### src/rtl/uart_bridge_pkg.sv
// ============================================================================
// uart_bridge_pkg : framing characters, FSM state type and lane-width helper
//                   shared by the UART-to-memory bridge.
// Revision 1.0
// ============================================================================
`default_nettype none

package uart_bridge_pkg;

   localparam logic [7:0] CH_START = 8'h21;  // '!'
   localparam logic [7:0] CH_READ  = 8'h52;  // 'R'
   localparam logic [7:0] CH_WRITE = 8'h57;  // 'W'
   localparam logic [7:0] CH_FILL  = 8'h46;  // 'F'
   localparam logic [7:0] CH_VER   = 8'h56;  // 'V'
   localparam logic [7:0] CH_ACK_W = 8'h77;  // 'w'
   localparam logic [7:0] CH_ACK_F = 8'h66;  // 'f'
   localparam logic [7:0] CH_UNK   = 8'h3F;  // '?'

   typedef enum logic [3:0] {
      ST_IDLE,
      ST_CMD,
      ST_LEN,
      ST_ADDR,
      ST_RD_REQ,
      ST_RD_WAIT,
      ST_RD_TX,
      ST_WR_GET,
      ST_WR_REQ,
      ST_FILL_GET,
      ST_FILL_REQ,
      ST_VER,
      ST_CKSUM,
      ST_ACK
   } state_t;

   // Lane-select width; a one-byte memory still gets a 1-bit (tied-off) lane.
   function automatic int lane_bits(input int n);
      return (n <= 1) ? 1 : $clog2(n);
   endfunction

endpackage

`default_nettype wire

### src/rtl/uart_bridge_lane.sv
// ============================================================================
// uart_bridge_lane : byte-lane replicate/mask for writes and lane extract for
//                    reads on a DATA_BYTES-wide memory word.
// Revision 1.0
// ============================================================================
`default_nettype none

module uart_bridge_lane
   import uart_bridge_pkg::*;
#(
   parameter int DATA_BYTES = 2
) (
   input  logic [lane_bits(DATA_BYTES)-1:0] lane,
   input  logic [7:0]                       wr_byte,
   input  logic [8*DATA_BYTES-1:0]          rd_word,
   output logic [8*DATA_BYTES-1:0]          wr_word,
   output logic [DATA_BYTES-1:0]            wr_mask,
   output logic [7:0]                       rd_byte
);

   assign wr_word = {DATA_BYTES{wr_byte}};

   generate
      if (DATA_BYTES == 1) begin : g_single
         assign wr_mask = '1;
         assign rd_byte = rd_word[7:0];
      end else begin : g_multi
         assign wr_mask = DATA_BYTES'(1) << lane;
         assign rd_byte = rd_word[8*lane +: 8];
      end
   endgenerate

endmodule

`default_nettype wire

### src/rtl/uart_mem_bridge.sv
// ============================================================================
// uart_mem_bridge : framed byte-stream command engine (R/W/F/V) driving a
//                   byte-addressed memory. Optional checksum: UART_BRIDGE_CKSUM_EN.
// Revision 1.0
// ============================================================================
`default_nettype none

module uart_mem_bridge
   import uart_bridge_pkg::*;
#(
   parameter int         ADDR_BITS  = 32,
   parameter int         ADDR_BYTES = 4,
   parameter int         LEN_BYTES  = 3,
   parameter int         DATA_BYTES = 2,
   parameter logic [7:0] VERSION    = 8'h31,
   parameter int         VER_LEN    = 8
) (
   input  logic                    clk,
   input  logic                    reset,
   input  logic [7:0]              rx_data,
   input  logic                    rx_valid,
   output logic                    rx_ready,
   output logic [7:0]              tx_data,
   output logic                    tx_valid,
   input  logic                    tx_ready,
   output logic [ADDR_BITS-1:0]    mem_addr,
   output logic [8*DATA_BYTES-1:0] mem_wr_data,
   output logic [DATA_BYTES-1:0]   mem_wr_mask,
   output logic                    mem_we,
   output logic                    mem_enable,
   input  logic [8*DATA_BYTES-1:0] mem_rd_data,
   input  logic                    mem_ack,
   input  logic                    mem_idle
);

   localparam int LEN_W  = 8 * LEN_BYTES;
   localparam int LANE_W = lane_bits(DATA_BYTES);

   state_t                  state, state_n;
   logic [LEN_W-1:0]        len;
   logic [7:0]              cmd;
   logic [7:0]              wr_byte;
   logic [7:0]              fld_cnt;
   logic [7:0]              ver_cnt;
   logic [7:0]              sum;
   logic [7:0]              ack_char;
   logic                    rx_fire, tx_fire, mem_go;
   logic                    fld_last, len_zero, len_last;
   logic [LANE_W-1:0]       lane;
   logic [8*DATA_BYTES-1:0] wr_word;
   logic [DATA_BYTES-1:0]   wr_mask;
   logic [7:0]              rd_byte;

   assign rx_ready = !reset && (state inside {ST_IDLE, ST_CMD, ST_LEN, ST_ADDR,
                                              ST_WR_GET, ST_FILL_GET});
   assign rx_fire  = rx_valid && rx_ready;
   assign tx_fire  = tx_valid && tx_ready;
   assign mem_go   = mem_idle && !mem_enable;
   assign fld_last = (state == ST_LEN) ? (fld_cnt == 8'(LEN_BYTES - 1))
                                       : (fld_cnt == 8'(ADDR_BYTES - 1));
   assign len_zero = (len == '0);
   assign len_last = (len == LEN_W'(1));
   assign ack_char = (cmd == CH_WRITE) ? CH_ACK_W : CH_ACK_F;

`ifdef UART_BRIDGE_CKSUM_EN
   localparam state_t POST_RD = ST_CKSUM;
   localparam state_t POST_WF = ST_CKSUM;

   // A zero-length fill contributes nothing, so its reported sum stays 0.
   always_ff @(posedge clk) begin
      if (reset) begin
         sum <= 8'h00;
      end else if (state == ST_IDLE && rx_fire && rx_data == CH_START) begin
         sum <= 8'h00;
      end else if (state == ST_RD_WAIT && mem_ack) begin
         sum <= sum + rd_byte;
      end else if (rx_fire && (state == ST_WR_GET ||
                               (state == ST_FILL_GET && !len_zero))) begin
         sum <= sum + rx_data;
      end
   end
`else
   localparam state_t POST_RD = ST_IDLE;
   localparam state_t POST_WF = ST_ACK;

   assign sum = 8'h00;
`endif

   generate
      if (DATA_BYTES > 1) begin : g_lane_sel
         assign lane = mem_addr[LANE_W-1:0];
      end else begin : g_lane_fixed
         assign lane = '0;
      end
   endgenerate

   uart_bridge_lane #(
      .DATA_BYTES(DATA_BYTES)
   ) u_lane (
      .lane   (lane),
      .wr_byte(wr_byte),
      .rd_word(mem_rd_data),
      .wr_word(wr_word),
      .wr_mask(wr_mask),
      .rd_byte(rd_byte)
   );

   always_ff @(posedge clk) begin
      if (reset) state <= ST_IDLE;
      else       state <= state_n;
   end

   always_comb begin
      state_n = state;
      case (state)
         ST_IDLE:     if (rx_fire && rx_data == CH_START) state_n = ST_CMD;
         ST_CMD: begin
            if (rx_fire) begin
               case (rx_data)
                  CH_READ, CH_WRITE, CH_FILL: state_n = ST_LEN;
                  CH_VER:                     state_n = ST_VER;
                  default:                    state_n = ST_ACK;
               endcase
            end
         end
         ST_LEN:      if (rx_fire && fld_last) state_n = ST_ADDR;
         ST_ADDR: begin
            if (rx_fire && fld_last) begin
               if (cmd == CH_READ)       state_n = len_zero ? POST_RD : ST_RD_REQ;
               else if (cmd == CH_WRITE) state_n = len_zero ? POST_WF : ST_WR_GET;
               else                      state_n = ST_FILL_GET;
            end
         end
         ST_RD_REQ:   if (mem_go)  state_n = ST_RD_WAIT;
         ST_RD_WAIT:  if (mem_ack) state_n = ST_RD_TX;
         // len was already decremented at the ack edge
         ST_RD_TX:    if (tx_fire) state_n = len_zero ? POST_RD : ST_RD_REQ;
         ST_WR_GET:   if (rx_fire) state_n = ST_WR_REQ;
         ST_WR_REQ:   if (mem_ack) state_n = len_last ? POST_WF : ST_WR_GET;
         ST_FILL_GET: if (rx_fire) state_n = len_zero ? POST_WF : ST_FILL_REQ;
         ST_FILL_REQ: if (mem_ack && len_last) state_n = POST_WF;
         ST_VER:      if (tx_fire && ver_cnt == 8'(VER_LEN - 1)) state_n = ST_IDLE;
         ST_CKSUM:    if (tx_fire) state_n = (cmd == CH_READ) ? ST_IDLE : ST_ACK;
         ST_ACK:      if (tx_fire) state_n = ST_IDLE;
         default:     state_n = ST_IDLE;
      endcase
   end

   always_ff @(posedge clk) begin
      if (reset) begin
         tx_data     <= 8'h00;
         tx_valid    <= 1'b0;
         mem_enable  <= 1'b0;
         mem_we      <= 1'b0;
         mem_addr    <= '0;
         mem_wr_data <= '0;
         mem_wr_mask <= '0;
         len         <= '0;
         cmd         <= 8'h00;
         wr_byte     <= 8'h00;
         fld_cnt     <= 8'h00;
         ver_cnt     <= 8'h00;
      end else begin
         if (tx_fire) tx_valid <= 1'b0;
         case (state)
            ST_CMD: begin
               if (rx_fire) begin
                  cmd     <= rx_data;
                  fld_cnt <= 8'h00;
               end
            end
            ST_LEN: begin
               if (rx_fire) begin
                  len     <= LEN_W'({len, rx_data});
                  fld_cnt <= fld_last ? 8'h00 : fld_cnt + 8'd1;
               end
            end
            ST_ADDR: begin
               // Truncating the shift drops address bits above ADDR_BITS.
               if (rx_fire) begin
                  mem_addr <= ADDR_BITS'({mem_addr, rx_data});
                  fld_cnt  <= fld_cnt + 8'd1;
               end
            end
            ST_RD_REQ: begin
               if (mem_go) begin
                  mem_enable <= 1'b1;
                  mem_we     <= 1'b0;
               end
            end
            ST_RD_WAIT: begin
               if (mem_ack) begin
                  mem_enable <= 1'b0;
                  mem_addr   <= mem_addr + ADDR_BITS'(1);
                  len        <= len - LEN_W'(1);
                  tx_data    <= rd_byte;
                  tx_valid   <= 1'b1;
               end
            end
            ST_WR_GET, ST_FILL_GET: if (rx_fire) wr_byte <= rx_data;
            ST_WR_REQ, ST_FILL_REQ: begin
               if (mem_ack) begin
                  mem_enable <= 1'b0;
                  mem_addr   <= mem_addr + ADDR_BITS'(1);
                  len        <= len - LEN_W'(1);
               end else if (mem_go) begin
                  mem_enable  <= 1'b1;
                  mem_we      <= 1'b1;
                  mem_wr_data <= wr_word;
                  mem_wr_mask <= wr_mask;
               end
            end
            ST_VER: begin
               if (tx_fire && ver_cnt != 8'(VER_LEN - 1)) begin
                  ver_cnt  <= ver_cnt + 8'd1;
                  tx_valid <= 1'b1;
               end
            end
            default: ;
         endcase

         // Response bytes are loaded on entry to each sending state.
         if (state_n != state) begin
            case (state_n)
               ST_VER: begin
                  tx_data  <= VERSION;
                  tx_valid <= 1'b1;
                  ver_cnt  <= 8'h00;
               end
               ST_CKSUM: begin
                  tx_data  <= sum;
                  tx_valid <= 1'b1;
               end
               ST_ACK: begin
                  tx_data  <= (state == ST_CMD) ? CH_UNK : ack_char;
                  tx_valid <= 1'b1;
               end
               default: ;
            endcase
         end
      end
   end

endmodule

`default_nettype wire

### config.mk
export PLATFORM = sky130hd
export DESIGN_NAME = uart_mem_bridge
export DESIGN_NICKNAME = d
export VERILOG_FILES = /design/src/rtl/uart_bridge_pkg.sv /design/src/rtl/uart_bridge_lane.sv /design/src/rtl/uart_mem_bridge.sv
export SDC_FILE = /design/constraint.sdc
export NUM_CORES = 1
export LEC_CHECK = 0
export ABC_AREA = 1
export BUFFER_PORTS_ARGS = -buffer_cell sky130_fd_sc_hd__clkbuf_2
export CAP_MARGIN = 20
export CELL_PAD_IN_SITES_DETAIL_PLACEMENT = 2
export CELL_PAD_IN_SITES_GLOBAL_PLACEMENT = 2
export CORE_UTILIZATION = 31
export DETAILED_ROUTE_END_ITERATION = 10
export GPL_ROUTABILITY_DRIVEN = 0
export PLACE_DENSITY_LB_ADDON = 0.1
export SYNTH_ARGS = -nofsm -noshare
export SYNTH_HDL_FRONTEND = slang
export SYNTH_SLANG_ARGS = --single-unit
### constraint.sdc
create_clock -name clk -period 2.5 [get_ports clk]
set_input_delay 0.25 -clock clk [delete_from_list [all_inputs] [get_ports clk]]
set_output_delay 0.25 -clock clk [all_outputs]
set_load 0.1 [all_outputs]
==> run metrics, run 1 <==
slew of the pin with the lowest slew margin about 800 ps; CTS root buffer clkbuf_16; fin. max-slew vios 0; LEAKAGE 3.87 nW; slew margin rel. 48.1%; #FFs+latches synth between 100 and 150; Post-synth ARST share 0%; # fillers 2549; hold path start mem_ack; Hold Path End mem_enable$_SDFFE_PP0P_; final worst path period share between 90% and 100%; total chip power between 4 and 5 mW; DRC violations left 0; R2R Path Start state[1]$_SDFF_PP0_; Clock transition at path regs roughly 60 ps; final core occ approximately 41%; status finished, final reports clean; FF-to-FF path depth 15; Post-synth EDFFs 0; Longest Clk Path Bufs 2; Vias about 7600; vias in the first global route approximately 8100; Hold Crit Class in2reg; worst flop-to-flop path endpoint tx_data[7]$_SDFF_PP0_; depth of the CTS H-tree 4; Max VDD drop between 0.0003 and 0.0004 V; Synth area leader dfxtp_1; CP max stage cell dfxtp_4; most frequent cell after synthesis nand2_1; CTS tree yes; sequential element share of the synthesized area between 30% and 40%; crit-path cells nand2_1 > inv_1 > nand2_2 > nand3_4 > nand3_4 > nor2_4 > buf_4 > nand3_1 > nand4_2 > nand2_1 > nand2_1 > nor2_4 > nand2_4 > nand2_2 > nor3b_2; Mapped Cells roughly 1100; syn_area_per_cell between 6 and 7 um2; syn nets ~1100; clk_lat worst skew between 400 and 500 ps; total track usage roughly 24%; Final min period 2410 ps; Fmax approximately 420 MHz; Final Skew between 10 and 15 ps; CTS Sinks about 110; chip height between 150 and 200 um; critical path class reg2reg; final-stage net count around 1200; area grow syn2layout 28.6%; top-area cell type share of the netlist area between 30 and 40%; Rows 53; core box area ~21000 um2; # IOs 92; Die X-Extent roughly 150 um; first-pass GRT wire length 42300 um; initial antenna violation count 0; gr ovfl total 0; initial drt markers around 210; slowest stage delay, CP around 400 ps; Avg WL per Cell 18.3 um; Routed WL roughly 27000 um; share of layout cells above drive strength 1 a little under a quarter; drt pass-1 iters 4; final hold violation count 0; reg2reg setup slack approximately 94 ps; Cell Area, Synth roughly 6800 um2; Post-synth top flop dfxtp_1; post-route ant nets 0; crit start category flop; n_diodes 0; largest net degree at the start of global routing between 70 and 80; Synth area leaders dfxtp_1 (33%), nand2_1 (13%), nor2_1 (9.2%); largest fanout on the critical path 6; CTS Buf Count 17; Req. time, crit path between 2000 and 3000 ps; max_cap viols 0; Initial Util ~32%; Synth top cells by count nand2_1 (231), nor2_1 (168), dfxtp_1 (113), inv_1 (97), o21ai_0 (92); PD cells between 500 and 600 nW/um2; WHS Path Cells 2; vias per cell around 5.1; Arrival @ worst endpoint about 2700 ps; Yosys cell types 46; element type at the critical path end flop; HPWL Detailed roughly 19000 um; endpoints failing setup 0; Ys Warns 0; die area 22600 um2; most frequent cell on the critical path nand2_1; port bufs between 90 and 100
## state kept, by name (all words and copies together), names as in the netlist
name,cells
tx_data,8
wr_byte,8
tx_valid,1
ver_cnt,8
state,4
cmd,8
mem_enable,1
mem_wr_mask,2
mem_we,1
fld_cnt,8
mem_wr_data,8
mem_addr,32
len,24
## worst max-delay path, delay by kind of cell, from the launching register on
| kind | cells | cell delay [ps] |
|---|---|---|
| flip-flops | 1 | 390 |
| buffers and inverters | 2 | 240 |
| AND/OR/NAND/NOR | 13 | 1620 |
## metal layers
layer / track usage [%] / share of wire [%] / vias to the layer above
met2: 43.8 / 51 / 94
li1: - / - / 3730
met3: 4.03 / 2.7 / 39
met4: 5.91 / 2.0 / 0
met1: 29.0 / 45 / 3739
met5: 0 / 0 / -
## cells in the final DEF, fill, tap and decap left out, types with 5 or more instances in the layout
cell,count
nand3_1,34
o21ai_0,88
nor2_1,148
nand4_1,15
dfxtp_1,99
clkbuf_16,17
xnor2_1,8
dfxtp_2,11
xor2_1,35
nor2_2,23
nand2_2,11
clkbuf_2,90
inv_1,93
o31ai_1,7
a211oi_1,6
o21ai_1,10
inv_2,8
nand2_1,223
nor2_4,7
a31oi_1,13
nor3_1,31
ha_1,5
a21oi_1,91
nand3_2,10
buf_4,60
## cell type report
type | count | area [um2] | area share (%)
multi-input combinational | 800 | 4140 | 47.2
sequential | 113 | 2290 | 26.1
timing repair buffer | 155 | 983 | 11.2
clock buffer | 18 | 439 | 5.01
inverter | 104 | 395 | 4.51
tap | 275 | 344 | 3.92
clock inverter | 14 | 181 | 2.07
## power by group
part / internal [mW] / switching, mW
sequential: 1.80 / 0.000624
combinational: 0.0448 / 0.108
clock: 1.61 / 0.986
total: 3.45 / 1.10
## kinds of logic (layout without fill, tap and decap cells)
group | after synthesis | after routing | share of synthesized area [%]
and+or+nand+nor | 522 | 524 | 33.0
adders and majority gates | 6 | 6 | 1.10
xor gates and xnor gates | 43 | 43 | 5.52
AOI/OAI and AO/OA | 226 | 226 | 17.9
muxes | 1 | 1 | 0.147
DFF | 113 | 113 | 33.2
buffers and inverters | 152 | 291 | 9.21
## timing repair
| action | in CTS | in global routing |
|---|---|---|
| setup endpoints to repair | 17 | 26 |
| gates resized for setup | 7 | 62 |
| setup buffers | 0 | 7 |
| gates cloned | 0 | 2 |
| pin swaps | 0 | 13 |
| hold buffers | 0 | 0 |
## per-stage QoR
stage               instance area (um2)  TNS, ps  std cells  hold WS, ps  setup slack [ps]
floorplan                          6830        0       1063          361              9.72
global placement                   7870        0       1438          449              50.9
detailed placement                 7870    -57.9       1438          461             -25.3
CTS                                8510        0       1470          178              44.9
global route                       8770     -840       1479          198             -79.5
finish                             8770        0       1479          197              94.2
## worst max-delay path by stage
stage	from	endpoint	slack (ps)
floorplan	mem_addr[7]$_SDFFE_PP0P_	mem_addr[30]$_SDFFE_PP0P_	10
global placement	len[12]$_SDFFE_PP0P_	ver_cnt[6]$_SDFF_PP0_	50
detailed placement	len[14]$_SDFFE_PP0P_	tx_data[7]$_SDFF_PP0_	-30
CTS	len[6]$_SDFFE_PP0P_	tx_data[7]$_SDFF_PP0_	40
global route	state[2]$_SDFF_PP0_	ver_cnt[3]$_SDFF_PP0_	-80
finish	state[1]$_SDFF_PP0_	tx_data[7]$_SDFF_PP0_	90
Note: power is estimated with default switching activity, not from simulation.
==> run 2: changes to the inputs <==
==> constraint.sdc (replaced) <==
create_clock -name clk -period 2.5 [get_ports clk]
set_input_delay 0.375 -clock clk [delete_from_list [all_inputs] [get_ports clk]]
set_output_delay 0.375 -clock clk [all_outputs]
set_load 0.1 [all_outputs]
==> run 2 against run 1 <==
Power grew 0.97%. Critical endpoint is now ver_cnt[4]$_SDFF_PP0_. Count of clock-buffer cells in the layout is the same. Global-route usage grew 0.59 points. Setup slack lost 37 ps. Via count grew 0.42%.
==> run metrics, run 2 (synthesis gave the netlist of run 1 again) <==
status finished, final reports clean; CP max stage cell dfxtp_2; area grow syn2layout 28.9%; final hold violation count 0; Final Skew between 10 and 15 ps; CTS tree yes; element type at the critical path end flop; Vias between 7000 and 8000; Die X-Extent 150 um; total chip power approximately 4.6 mW; Hold-fix buffers, CTS 0; total track usage about a quarter; leading registers by flop count mem_addr: 32 flops, len: 24 flops; Hold Crit Class in2reg; gr ovfl total 0; Setup WS pre-CTS -65.8 ps; post-route ant nets 0; depth of the CTS H-tree 4; largest fanout on the critical path 8; CTS Sinks 113; Clock transition at path regs about 70 ps; Initial Util between 30% and 40%; core box area around 21000 um2; CP Depth 18; critical path class reg2reg; final worst path period share between 90 and 100%; final-stage net count approximately 1200; Most flops, register mem_addr; Final min period roughly 2400 ps; final core occ 41.3%; cell area after layout approximately 8800 um2; Arrival @ worst endpoint about 2700 ps; port bufs 91; Area after DPL 7870 um2; endpoints failing setup 0; slew of the pin with the lowest slew margin 793 ps; critical path's top delay family simple AND/OR/NAND/NOR gates; vias in the first global route roughly 8200; Largest register FFs 32; chip height 150 um; initial antenna violation count 0; Avg WL per Cell 18.7 um; Rows 53; share of layout cells above drive strength 1 23.2%; vias per cell around 5.2; max_cap viols 0; WHS Path Cells 2; initial drt markers ~250; Finished Layout Cells ~1500; crit start category flop; drt pass-1 iters 4; # IOs 92; most frequent cells in the layout nand2_1 (220), nor2_1 (150), dfxtp_1 (98), inv_1 (92); CTS Buf Count 17; DP Cell Count 1439; HPWL Detailed 19300 um; first-pass GRT wire length between 40000 and 50000 um; Req. time, crit path around 2800 ps; fin. max-slew vios 0; Max VDD drop around 0.00041 V; Routed WL between 20000 and 30000 um; clk_lat worst skew ~430 ps; Fmax between 400 and 500 MHz; die area 22600 um2; n_diodes 0; LEAKAGE just under 4 nW; PD cells 522 nW/um2; most common cell after layout, fill and taps aside nand2_1; crit-path cells buf_6 > nand2_2 > inv_2 > nand2_2 > nand3_4 > nand3_4 > buf_6 > nor2_4 > buf_4 > nand2_1 > nand2_1 > nor2_1 > nor2_1 > nor2_1 > nand3_2 > a21oi_2 > buf_6 > nor3_1; slew margin rel. a little under half; fin worst setup slack 57.4 ps; slowest stage delay, CP approximately 330 ps; DRC violations left 0; RSZ-0062 raised after global routing yes; FF-to-FF path depth 18; CTS root buffer clkbuf_16; largest net degree at the start of global routing 73; Longest Clk Path Bufs 2; WP buf/inv 5
[run 2: cell count changes in the layout (fill, tap and decap cells not counted), sizes merged]
| cell | previous run | this run |
|---|---|---|
| clkinvlp | 4 | 1 |
| buf | 65 | 68 |
| clkinv | 6 | 9 |
| nand3 | 48 | 47 |
[run 2: worst paths after layout]
kind	from	end	slack (ps)
hold reg to reg	wr_byte[7]$_SDFFE_PP0P_	mem_wr_data[7]$_SDFFE_PP0P_	460
setup reg to reg	state[1]$_SDFF_PP0_	ver_cnt[4]$_SDFF_PP0_	60
hold / removal	mem_ack	mem_enable$_SDFFE_PP0P_	310
setup / recovery	state[1]$_SDFF_PP0_	ver_cnt[4]$_SDFF_PP0_	60
[run 2: timing repair]
action	in CTS	in global routing
setup buffers	5	4
endpoints found under the setup margin	22	36
pin swaps	4	11
gates resized for setup	13	59
cloned	0	1
[run 2: where the power goes]
part | switching (mW) | total, mW | internal, mW | leakage [nW]
clock network | 1.02 | 2.63 | 1.61 | 0.301
registers | 0.000614 | 1.80 | 1.80 | 0.918
logic | 0.109 | 0.158 | 0.0485 | 2.68
[run 2: final cells by class]
cell class	count	area, um2
tap	275	344
clock buffer	18	439
sequential	113	2290
clock inverter	14	181
fill	2597	12500
timing repair buffer	158	1010
multi-input combinational	799	4130
inverter	104	395
[run 2: metrics by stage]
step                hold WS, ps  setup TNS, ps
floorplan                   430              0
global placement            447              0
detailed placement          457           -755
CTS                         299              0
global route                323          -1410
finish                      315              0
[run 2: per-layer routing]
layer | part of all wire, % | GRT usage [%] | vias up
li1 | - | - | 3739
met4 | 1.6 | 7.73 | 0
met3 | 2.1 | 3.67 | 32
met2 | 52 | 44.5 | 85
met5 | 0 | 0 | -
met1 | 44 | 29.7 | 3778
[run 2: worst reg2reg max path, stage by stage, from the launching register on]
cell	delay (ps)
dfxtp_2	330
buf_6	130
nand2_2	80
inv_2	50
nand2_2	100
nand3_4	110
nand3_4	80
buf_6	160
nor2_4	70
buf_4	130
nand2_1	60
nand2_1	90
nor2_1	180
nor2_1	90
nor2_1	120
nand3_2	150
a21oi_2	170
buf_6	150
nor3_1	50
==> run 3: changes to the inputs <==
--- a/config.mk
+++ b/config.mk
@@ -10,10 +10,12 @@
 export CAP_MARGIN = 20
 export CELL_PAD_IN_SITES_DETAIL_PLACEMENT = 2
 export CELL_PAD_IN_SITES_GLOBAL_PLACEMENT = 2
+export CORE_ASPECT_RATIO = 1.5
 export CORE_UTILIZATION = 31
 export DETAILED_ROUTE_END_ITERATION = 10
 export GPL_ROUTABILITY_DRIVEN = 0
 export PLACE_DENSITY_LB_ADDON = 0.1
+export SETUP_SLACK_MARGIN = 0.2
 export SYNTH_ARGS = -nofsm -noshare
 export SYNTH_HDL_FRONTEND = slang
 export SYNTH_SLANG_ARGS = --single-unit
==> run 3 against run 2 <==
Combinational power about the same. Largest power group unchanged. Power up 4.0%. Routed wire length up 13%. Cell count rose by 2.0%. Setup slack got worse by 4.3 ps. Core utilization rose by 2.8 points. First-iteration DRC count rose by 8.0%. Hold slack got worse by 86 ps. Global-route usage up 1.6 points. Critical path depth fell by 1.
==> run metrics, run 3 (synthesis gave the netlist of run 1 again) <==
status finished, final reports clean; Die X-Extent 123 um; CTS tree yes; element type at the critical path end flop; crit-path cells inv_2 > buf_6 > ha_4 > nand2_2 > nor2_4 > nand3_4 > inv_1 > nand2_1 > nand3_4 > nand4_4 > nand2_2 > nand2_2 > nor2_4 > nand2_4 > nand2_4 > nand2_1 > a21oi_1; Vias between 8000 and 9000; HPWL Detailed between 20000 and 25000 um; slowest stage delay, CP about 320 ps; Most flops, register mem_addr; RSZ-0062 raised after global routing yes; Max VDD drop 0.000491 V; slew of the pin with the lowest slew margin around 820 ps; PD cells 500 nW/um2; clk_lat worst skew ~430 ps; DRC violations left 0; Setup WS pre-CTS -34.4 ps; final hold violation count 0; Clock transition at path regs around 60 ps; critical path class reg2reg; most common cell after layout, fill and taps aside nand2_1; depth of the CTS H-tree 4; Avg WL per Cell 20.6 um; Initial Util 31.5%; Fmax 409 MHz; Finished Layout Cells 1511; crit start category flop; Longest Clk Path Bufs 2; total track usage between 20% and 30%; chip height approximately 180 um; initial drt markers between 200 and 300; WHS roughly 230 ps; DP Cell Count between 1000 and 1500; first-pass GRT wire length around 45000 um; LEAKAGE 4.19 nW; Hold-fix buffers, CTS 0; total chip power roughly 4.8 mW; slew margin rel. 45.6%; Hold Crit Class in2reg; fin. max-slew vios 0; most frequent cell on the critical path nand2_2; Final Skew around 8.5 ps; final worst path period share 97.9%; most frequent cells in the layout nand2_1 (195), nor2_1 (129), clkbuf_2 (90), o21ai_0 (88), a21oi_1 (86); drt pass-1 iters 4; # fillers around 2600; Req. time, crit path between 2000 and 3000 ps; gr ovfl total 0; setup TNS 0 ps; CTS Sinks around 110; Final min period 2450 ps; CP max stage cell dfxtp_2; # IOs just over 90; CTS root buffer clkbuf_16; largest fanout on the critical path 5; post-route ant nets 0; Rows between 60 and 70; max_cap viols 0; Routed WL slightly above 30000 um; n_diodes 0; fin worst setup slack between 50 and 60 ps; vias per cell around 5.3; vias in the first global route roughly 8600; port bufs about 90; Arrival @ worst endpoint 2790 ps; largest net degree at the start of global routing 73; endpoints failing setup 0; die area 22600 um2; Largest register FFs 32; share of layout cells above drive strength 1 between 30% and 40%; core box area 21600 um2; area grow syn2layout 40.0%; final-stage net count ~1300; CTS Buf Count 17; leading registers by flop count mem_addr: 32 flops, len: 24 flops; initial antenna violation count 0
-- run 3: repair_timing --
item | in CTS | in global routing
cloned | 2 | 0
endpoints found under the setup margin | 43 | 53
pin swaps | 12 | 49
resized for setup | 53 | 149
buffers inserted | 4 | 17
-- run 3: cell type report --
class                   instances  area [um2]  area share, %
clock buffers                  20         467           4.89
clock inverters                12         205           2.15
inverters                     104         414           4.34
multi-input cells             800        4510           47.2
flip-flops and latches        113        2320           24.3
well taps                     272         340           3.56
repair buffers                190        1300           13.6
-- run 3: worst paths after layout --
check | start | to | slack [ps] | cells after the start
min reg2reg | wr_byte[7]$_SDFFE_PP0P_ | wr_byte[7]$_SDFFE_PP0P_ | 450 | 2
min | mem_idle | mem_enable$_SDFFE_PP0P_ | 230 | 3
max | len[1]$_SDFFE_PP0P_ | tx_data[1]$_SDFF_PP0_ | 50 | 17
max reg2reg | len[1]$_SDFFE_PP0P_ | tx_data[1]$_SDFF_PP0_ | 50 | 17
-- run 3: metrics by stage --
step | cell area [um2] | util (%)
2_1_floorplan | 6840 | -
3_3_place_gp | 8020 | 37.1
3_5_place_dp | 8020 | 37.1
4_1_cts | 8900 | 41.1
5_1_grt | 9550 | 44.1
6_report | 9550 | 44.1
-- run 3: metal layers --
metal / GRT usage, % / wire [um]
met2: 51.2 / 17600
met4: 9.93 / 1170
met1: 27.1 / 11700
met5: 0 / 0
met3: 4.22 / 729
-- run 3: critical path: cells and delay by family (launching register included) --
family | cells | cell delay, ps
compound gates | 1 | 170
fa+ha+maj | 1 | 120
buf+inv | 3 | 310
flops | 1 | 320
simple gates | 12 | 1410
-- run 3: power breakdown --
group / internal, mW / leakage [nW] / switching [mW]
logic: 0.0466 / 2.94 / 0.114
clock network: 1.85 / 0.322 / 0.969
registers: 1.79 / 0.926 / 0.000675
